File: src/rtl/multiplier_adder_subtractor_if.sv
// Operand/result bundle for the multiplier_adder_subtractor block.
interface multiplier_adder_subtractor_if #(
    parameter int unsigned WIDTH = 16
);
    // Capture enable and operands
    logic             en;
    logic [WIDTH-1:0] m1_in1;
    logic [WIDTH-1:0] m1_in2;
    logic [WIDTH-1:0] m2_in1;
    logic [WIDTH-1:0] m2_in2;
    logic [WIDTH-1:0] as_in1;
    logic [WIDTH-1:0] as_in2;
    logic             as_mode;

    // Combinational results
    logic [WIDTH-1:0] m1_out;
    logic [WIDTH-1:0] m2_out;
    logic [WIDTH-1:0] as_out;
    logic             as_ovf;

    // Registered results
    logic [WIDTH-1:0] m1_q;
    logic [WIDTH-1:0] m2_q;
    logic [WIDTH-1:0] as_q;
    logic             ovf_q;

    // Operand source side
    modport master (
        output en, m1_in1, m1_in2, m2_in1, m2_in2, as_in1, as_in2, as_mode,
        input  m1_out, m2_out, as_out, as_ovf, m1_q, m2_q, as_q, ovf_q
    );

    // Arithmetic block side
    modport slave (
        input  en, m1_in1, m1_in2, m2_in1, m2_in2, as_in1, as_in2, as_mode,
        output m1_out, m2_out, as_out, as_ovf, m1_q, m2_q, as_q, ovf_q
    );
endinterface

File: src/rtl/multiplier_adder_subtractor.sv
// Two independent signed multipliers and a signed adder/subtractor, each with a
// combinational result and an enable-gated registered copy.
module multiplier_adder_subtractor #(
    parameter int unsigned WIDTH = 16
) (
    input  logic                          clk,
    input  logic                          reset,
    multiplier_adder_subtractor_if.slave  bus
);
    localparam int unsigned PW = 2 * WIDTH;

    // Sign-extend an operand to product width so an unsigned multiply yields
    // the correct two's-complement product in its low PW bits.
    function automatic logic [PW-1:0] sext(input logic [WIDTH-1:0] v);
        return {{WIDTH{v[WIDTH-1]}}, v};
    endfunction

    logic [WIDTH-1:0] m1_c;
    logic [WIDTH-1:0] m2_c;
    logic [WIDTH-1:0] as_c;
    logic             ovf_c;

    logic [WIDTH-1:0] m1_d;
    logic [WIDTH-1:0] m2_d;
    logic [WIDTH-1:0] as_d;
    logic             ovf_d;

    logic [WIDTH-1:0] m1_q;
    logic [WIDTH-1:0] m2_q;
    logic [WIDTH-1:0] as_q;
    logic             ovf_q;

    logic             a_sign;
    logic             b_sign;
    logic             r_sign;

    // Full-width products truncated to WIDTH; high bits dropped, no saturation
    always_comb begin
        m1_c = WIDTH'(sext(bus.m1_in1) * sext(bus.m1_in2));
        m2_c = WIDTH'(sext(bus.m2_in1) * sext(bus.m2_in2));
    end

    // Wrapping add/subtract with signed-overflow detection from the sign bits
    always_comb begin
        as_c   = '0;
        ovf_c  = 1'b0;
        a_sign = bus.as_in1[WIDTH-1];
        b_sign = bus.as_in2[WIDTH-1];
        if (bus.as_mode) begin
            as_c = bus.as_in1 - bus.as_in2;
        end else begin
            as_c = bus.as_in1 + bus.as_in2;
        end
        r_sign = as_c[WIDTH-1];
        if (bus.as_mode) begin
            ovf_c = (a_sign != b_sign) && (r_sign != a_sign);
        end else begin
            ovf_c = (a_sign == b_sign) && (r_sign != a_sign);
        end
    end

    // Next register values: load on enable, otherwise hold
    always_comb begin
        m1_d  = m1_q;
        m2_d  = m2_q;
        as_d  = as_q;
        ovf_d = ovf_q;
        if (bus.en) begin
            m1_d  = m1_c;
            m2_d  = m2_c;
            as_d  = as_c;
            ovf_d = ovf_c;
        end
    end

    // Result registers with asynchronous active-high clear
    always_ff @(posedge clk or posedge reset) begin
        if (reset) begin
            m1_q  <= '0;
            m2_q  <= '0;
            as_q  <= '0;
            ovf_q <= 1'b0;
        end else begin
            m1_q  <= m1_d;
            m2_q  <= m2_d;
            as_q  <= as_d;
            ovf_q <= ovf_d;
        end
    end

    assign bus.m1_out = m1_c;
    assign bus.m2_out = m2_c;
    assign bus.as_out = as_c;
    assign bus.as_ovf = ovf_c;
    assign bus.m1_q   = m1_q;
    assign bus.m2_q   = m2_q;
    assign bus.as_q   = as_q;
    assign bus.ovf_q  = ovf_q;

endmodule

File: src/flat_wrapper.sv
// flat-port wrapper written by rule: the top's interface ports become plain ports
module multiplier_adder_subtractor_flat 
#(
    parameter int unsigned WIDTH = 16
)
  (clk, reset, bus_en, bus_m1_in1, bus_m1_in2, bus_m2_in1, bus_m2_in2, bus_as_in1, bus_as_in2, bus_as_mode, bus_m1_out, bus_m2_out, bus_as_out, bus_as_ovf, bus_m1_q, bus_m2_q, bus_as_q, bus_ovf_q);
  multiplier_adder_subtractor_if #(.WIDTH(WIDTH)) bus_i ();
  input  logic clk;
  input  logic reset;
  input wire logic [$bits(bus_i.en)-1:0] bus_en;
  input wire logic [$bits(bus_i.m1_in1)-1:0] bus_m1_in1;
  input wire logic [$bits(bus_i.m1_in2)-1:0] bus_m1_in2;
  input wire logic [$bits(bus_i.m2_in1)-1:0] bus_m2_in1;
  input wire logic [$bits(bus_i.m2_in2)-1:0] bus_m2_in2;
  input wire logic [$bits(bus_i.as_in1)-1:0] bus_as_in1;
  input wire logic [$bits(bus_i.as_in2)-1:0] bus_as_in2;
  input wire logic [$bits(bus_i.as_mode)-1:0] bus_as_mode;
  output wire logic [$bits(bus_i.m1_out)-1:0] bus_m1_out;
  output wire logic [$bits(bus_i.m2_out)-1:0] bus_m2_out;
  output wire logic [$bits(bus_i.as_out)-1:0] bus_as_out;
  output wire logic [$bits(bus_i.as_ovf)-1:0] bus_as_ovf;
  output wire logic [$bits(bus_i.m1_q)-1:0] bus_m1_q;
  output wire logic [$bits(bus_i.m2_q)-1:0] bus_m2_q;
  output wire logic [$bits(bus_i.as_q)-1:0] bus_as_q;
  output wire logic [$bits(bus_i.ovf_q)-1:0] bus_ovf_q;
  assign bus_i.en = bus_en;
  assign bus_i.m1_in1 = bus_m1_in1;
  assign bus_i.m1_in2 = bus_m1_in2;
  assign bus_i.m2_in1 = bus_m2_in1;
  assign bus_i.m2_in2 = bus_m2_in2;
  assign bus_i.as_in1 = bus_as_in1;
  assign bus_i.as_in2 = bus_as_in2;
  assign bus_i.as_mode = bus_as_mode;
  assign bus_m1_out = bus_i.m1_out;
  assign bus_m2_out = bus_i.m2_out;
  assign bus_as_out = bus_i.as_out;
  assign bus_as_ovf = bus_i.as_ovf;
  assign bus_m1_q = bus_i.m1_q;
  assign bus_m2_q = bus_i.m2_q;
  assign bus_as_q = bus_i.as_q;
  assign bus_ovf_q = bus_i.ovf_q;
  multiplier_adder_subtractor #(.WIDTH(WIDTH)) u_core (.clk(clk), .reset(reset), .bus(bus_i));
endmodule
File: config.mk
export PLATFORM = sky130hd
export DESIGN_NAME = multiplier_adder_subtractor_flat
export DESIGN_NICKNAME = d
export VERILOG_FILES = /design/src/rtl/multiplier_adder_subtractor_if.sv /design/src/rtl/multiplier_adder_subtractor.sv /design/src/flat_wrapper.sv
export SDC_FILE = /design/constraint.sdc
export NUM_CORES = 1
export LEC_CHECK = 0
export CORE_ASPECT_RATIO = 1.5
export CORE_MARGIN = 1.5
export CORE_UTILIZATION = 35
export DETAILED_ROUTE_END_ITERATION = 8
export GPL_ROUTABILITY_DRIVEN = 0
export GPL_TIMING_DRIVEN = 0
export PLACE_DENSITY = 0.71
export SYNTH_ARGS = -nofsm -noshare
export SYNTH_HDL_FRONTEND = slang
export SYNTH_SLANG_ARGS = --single-unit
File: constraint.sdc
create_clock -name clk -period 5.7 [get_ports clk]
set_input_delay 0.57 -clock clk [delete_from_list [all_inputs] [get_ports clk]]
set_output_delay 0.57 -clock clk [all_outputs]
set_load 0.02 [all_outputs]
Yosys cells after proc, flatten, opt, wreduce, memory -nomap -nowiden
Index checks and enable logic that the tools add are counted. W data, S select, Z words.

Memory bits (writable): 0. Bits in latches: 0. Logic and storage cells: 15. Bits in read-only memories: 0. Memories: 0. Register bits after elaboration: 49.

$add $sub $neg: 2. Reduce and logical (&&, ||, !) cells: 2. Div/mod/pow operators: 0. Shift-type cells: 0. $mul: 2. Bitwise operators: 0. Magnitude comparators: 0. Multiplexer cells: 2. Equality and inequality tests: 3.

Operators with widths (count): $mul A16 B16 Y16 (2); $add A16 B16 Y16 (1); $mux W16 (1); $sub A16 B16 Y16 (1); $logic_and A1 B1 Y1 (2); $ne A1 B1 Y1 (2); $eq A1 B1 Y1 (1); $mux W1 (1).

Logic depth before layout (Yosys ltp)
Depth in word-level cells: 5. Mapped depth: 22. Depth with buffers taken out: 21.

Worst setup path before layout
OpenSTA, ideal clock, no wires.

Path type: in2out. Start: input bus_m1_in2[1]. End: output bus_m1_out[15]. Path slack: -0.186 ns. Required time: 5.130 ns. Stages on the path: 17. Buffers on the path: 1. Arrival time: 5.316 ns. Path through: clkbuf_1 -> nand2_1 -> fa_1 -> fa_1 -> fa_1 -> fa_1 -> inv_1 -> fa_1 -> inv_1 -> fa_1 -> inv_1 -> ha_1 -> and2_1 -> o21ai_0 -> o31ai_1 -> o41ai_1 -> xnor2_1.

Word-level cells in the longest chain between the ends: 1.

Ends and longest elaborated chain: start, declared (line flat_wrapper.sv:12) `input wire logic [$bits(bus_i.m1_in2)-1:0] bus_m1_in2;`; $mul A16 B16 Y16 (line multiplier_adder_subtractor.sv:39) `m1_c = WIDTH'(sext(bus.m1_in1) * sext(bus.m1_in2));`; end, declared (line flat_wrapper.sv:18) `output wire logic [$bits(bus_i.m1_out)-1:0] bus_m1_out;`.

Every way passes these cells.

Final worst setup path
Start: input bus_m1_in2[2]. End: output bus_m1_out[15].

The elaborated chain is that of the path after synthesis.

==> results.cfg <==
[worst_setup_path]
r2r_slack_ns = 4.85
r2r_start = u_core.bus.ovf_q$_DFFE_PP0P_
cpMaxStageDelayCell = fa_1
path_class = primary input to primary output
critPathCapture = bus_m1_out[15]
crit_start = bus_m1_in2[2]
path_max_fanout = 3
timing.rr.end = u_core.bus.ovf_q$_DFFE_PP0P_
end_kind = primary output
cp-start-kind = primary input
crit_arrival_ns = 5.55
cp_data_required_time_ns = 5.13
reg2regPathDepth = 2
crit_chain = buf_8, clkbuf_8, and2_4, fa_1, inv_1, fa_1, inv_2, fa_1, inv_1, fa_1, fa_2, fa_2, xor2_2, xnor2_1, xnor2_1, xnor2_1, xnor2_1, xnor2_2, xnor2_2, buf_4
critPathMaxStageDelay_ns = 0.52

[cts]
numCtsBuffers = 5
clk_pin_slew_worst_paths_ns = 0.08
clk_latency_ns = 0.30
cts-root-buf = clkbuf_16
cts_tree = yes
cts_max_path_buffers = 2
ctsHtreeMaxLevel = 2
cts_sinks = 49

[finish]
nets = 1905
area_delta_synth_final_pct = 36.08
nFillCells = 2931
drive_gt1_frac = 0.2266
antenna_cells = 0

[timing]
period_share = 1.074
slew_headroom = 0.3933
setup_tns_ns = -2.126
min_period_ns = 6.123
finalHoldViolCount = 0
worstMarginPinSlew_ns = 0.9100
finalSetupViolations = 9
fmax_mhz = 163.3
drv_slew = 0
fin_worst_skew_ns = 0
rsz0062_at_grt = true
worst_slack_ns = -0.4228

[placement]
io_buffer_count = 190
hpwlAfterDp_mm = 25.56

[floorplanning]
die_w_um = 149.0
start_util = 0.3539
die-area_um2 = 33090
ios = 198
rows = 80
dieHeight_um = 222.0
coreArea_um2 = 31630

[global_route]
grt.overflow.total = 0
grt_pass1_vias = 10330
antenna_found_initial = 0
grt_pass1_wl_mm = 51.65
grt_max_degree = 33
gr-usage-all-layers = 0.1997

[drt]
dr.pass1.iters = 5
drcViolationCount = 0
final_antenna_net_count = 0
num_vias = 9383
vias_per_cell = 4.890
routedWlPerCell_um = 16.80
wl_mm = 32.25
first_iter_violations = 263

[outcome]
status = complete, but fails checks
violations = setup timing

[synthesis]
synthesis.area_um2 = 11190
avgSynthCellArea_um2 = 8.898
ys_ff_latch = 49
synth_edf_count = 0
syn_nets = 1655
synth_ff_type = dfrtp_1
synth_cell_type_count = 54
synth_seq_area_share = 0.1095
syn_inst = 1258
synthArstFlopShare = 1.000
synth_warnings = 0

[worst_hold_path]
hold_path_class = flip-flop to flip-flop

[flow_run]
maxCapViolations = 0
[Yosys cell counts (10+ instances only)]
library cell | count | area, um2
xnor2_1 | 89 | 779.5
o21ai_0 | 10 | 50.05
fa_1 | 159 | 3183
mux2_2 | 44 | 495.5
clkbuf_1 | 34 | 127.6
and2_1 | 128 | 800.8
nor3_1 | 15 | 75.07
xor2_1 | 22 | 192.7
dfrtp_1 | 49 | 1226
ha_1 | 138 | 1727
inv_1 | 269 | 1010
nand2_1 | 149 | 559.3
a21oi_1 | 23 | 115.1
nor2_1 | 40 | 150.1
[layer usage]
layer,GRT usage,vias to the layer above,part of all wire
li1,-,4332,-
met1,0.2076,4631,0.34
met2,0.3829,326,0.55
met3,0.02634,94,0.058
met4,0.09965,0,0.054
met5,0,-,0
[cells in the final DEF, fill, tap and decap left out, types with 8 or more instances in the layout]
| cell | netlist | routed |
|---|---|---|
| fa_2 | 0 | 10 |
| inv_1 | 269 | 248 |
| fa_1 | 159 | 149 |
| nand2_1 | 149 | 144 |
| clkdlybuf4s50_1 | 0 | 126 |
| nor3_1 | 15 | 12 |
| xor2_1 | 22 | 20 |
| inv_2 | 0 | 21 |
| buf_12 | 0 | 8 |
| xnor2_1 | 89 | 74 |
| a21oi_1 | 23 | 17 |
| xnor2_2 | 1 | 13 |
| nor2_1 | 40 | 34 |
| ha_4 | 0 | 15 |
| buf_4 | 0 | 55 |
| mux2_2 | 44 | 44 |
| ha_1 | 138 | 118 |
| and2_1 | 128 | 109 |
| dfrtp_1 | 49 | 49 |
| buf_8 | 0 | 17 |
| and2_4 | 0 | 19 |
| clkbuf_2 | 0 | 8 |
| buf_2 | 0 | 9 |
| clkbuf_8 | 2 | 10 |
| buf_6 | 1 | 21 |
[cell type report]
cell class	count	area, um2	area share
clock buffer	5	125.1	0.008214
clock inverter	3	43.79	0.002875
timing repair buffer	247	2391	0.1570
sequential	49	1226	0.08050
multi-input combinational	903	9544	0.6266
buffer	33	379.1	0.02489
tap	410	513.0	0.03368
inverter	269	1010	0.06629
[what timing repair did]
action / in CTS / in global routing
buffers inserted: 38 / 13
hold buffers: 0 / 0
cloned: 5 / 0
resized for setup: 395 / 156
setup endpoints to repair: 31 / 20
pin swaps: 86 / 93
[worst min-delay path by stage]
stage | startpoint | endpoint | slack, ns | cells past startpoint
6_report | u_core.bus.as_q[6]$_DFFE_PP0P_ | u_core.bus.as_q[6]$_DFFE_PP0P_ | 0.51 | 1
3_3_place_gp | u_core.bus.m2_q[5]$_DFFE_PP0P_ | u_core.bus.m2_q[5]$_DFFE_PP0P_ | 0.49 | 2
3_5_place_dp | u_core.bus.as_q[6]$_DFFE_PP0P_ | u_core.bus.as_q[6]$_DFFE_PP0P_ | 0.49 | 1
4_1_cts | u_core.bus.as_q[6]$_DFFE_PP0P_ | u_core.bus.as_q[6]$_DFFE_PP0P_ | 0.51 | 1
5_1_grt | u_core.bus.as_q[6]$_DFFE_PP0P_ | u_core.bus.as_q[6]$_DFFE_PP0P_ | 0.52 | 1
2_1_floorplan | u_core.bus.as_q[11]$_DFFE_PP0P_ | u_core.bus.as_q[11]$_DFFE_PP0P_ | 0.61 | 2
[registers in the layout, summed over array words and instances, names as in the netlist]
| register | cells |
|---|---|
| u_core.bus.as_q | 16 |
| u_core.bus.m1_q | 16 |
| u_core.bus.m2_q | 16 |
| u_core.bus.ovf_q | 1 |
[worst max-delay path, delay by kind of cell]
family / cells / cell delay, ns
buf+inv: 6 / 0.56
fa+ha+maj: 6 / 2.88
simple gates: 1 / 0.14
xor+xnor: 7 / 1.40
[cell families after synthesis]
family / share of synthesized area
AOI/OAI and AO/OA: 0.04594
xor gates and xnor gates: 0.08831
adders and majority gates: 0.4386
buffers and inverters: 0.1051
DFF: 0.1095
muxes: 0.04516
and+or+nand+nor: 0.1673
[metrics by stage]
stage,instances,utilization,cell area (um2),hold WS (ns),setup WS [ns]
floorplan,1258,-,11290,0.6133,0.009358
global placement,1858,0.4333,13700,0.4895,-1.959
detailed placement,1859,0.4339,13720,0.4942,-1.989
CTS,1907,0.4688,14830,0.5127,-0.5631
global route,1919,0.4816,15230,0.5221,-0.6127
finish,1919,0.4816,15230,0.5083,-0.4228
Power is left out: the tool's default activity adds up to more than one toggle a clock period on the data nets, which glitch-free logic cannot reach.
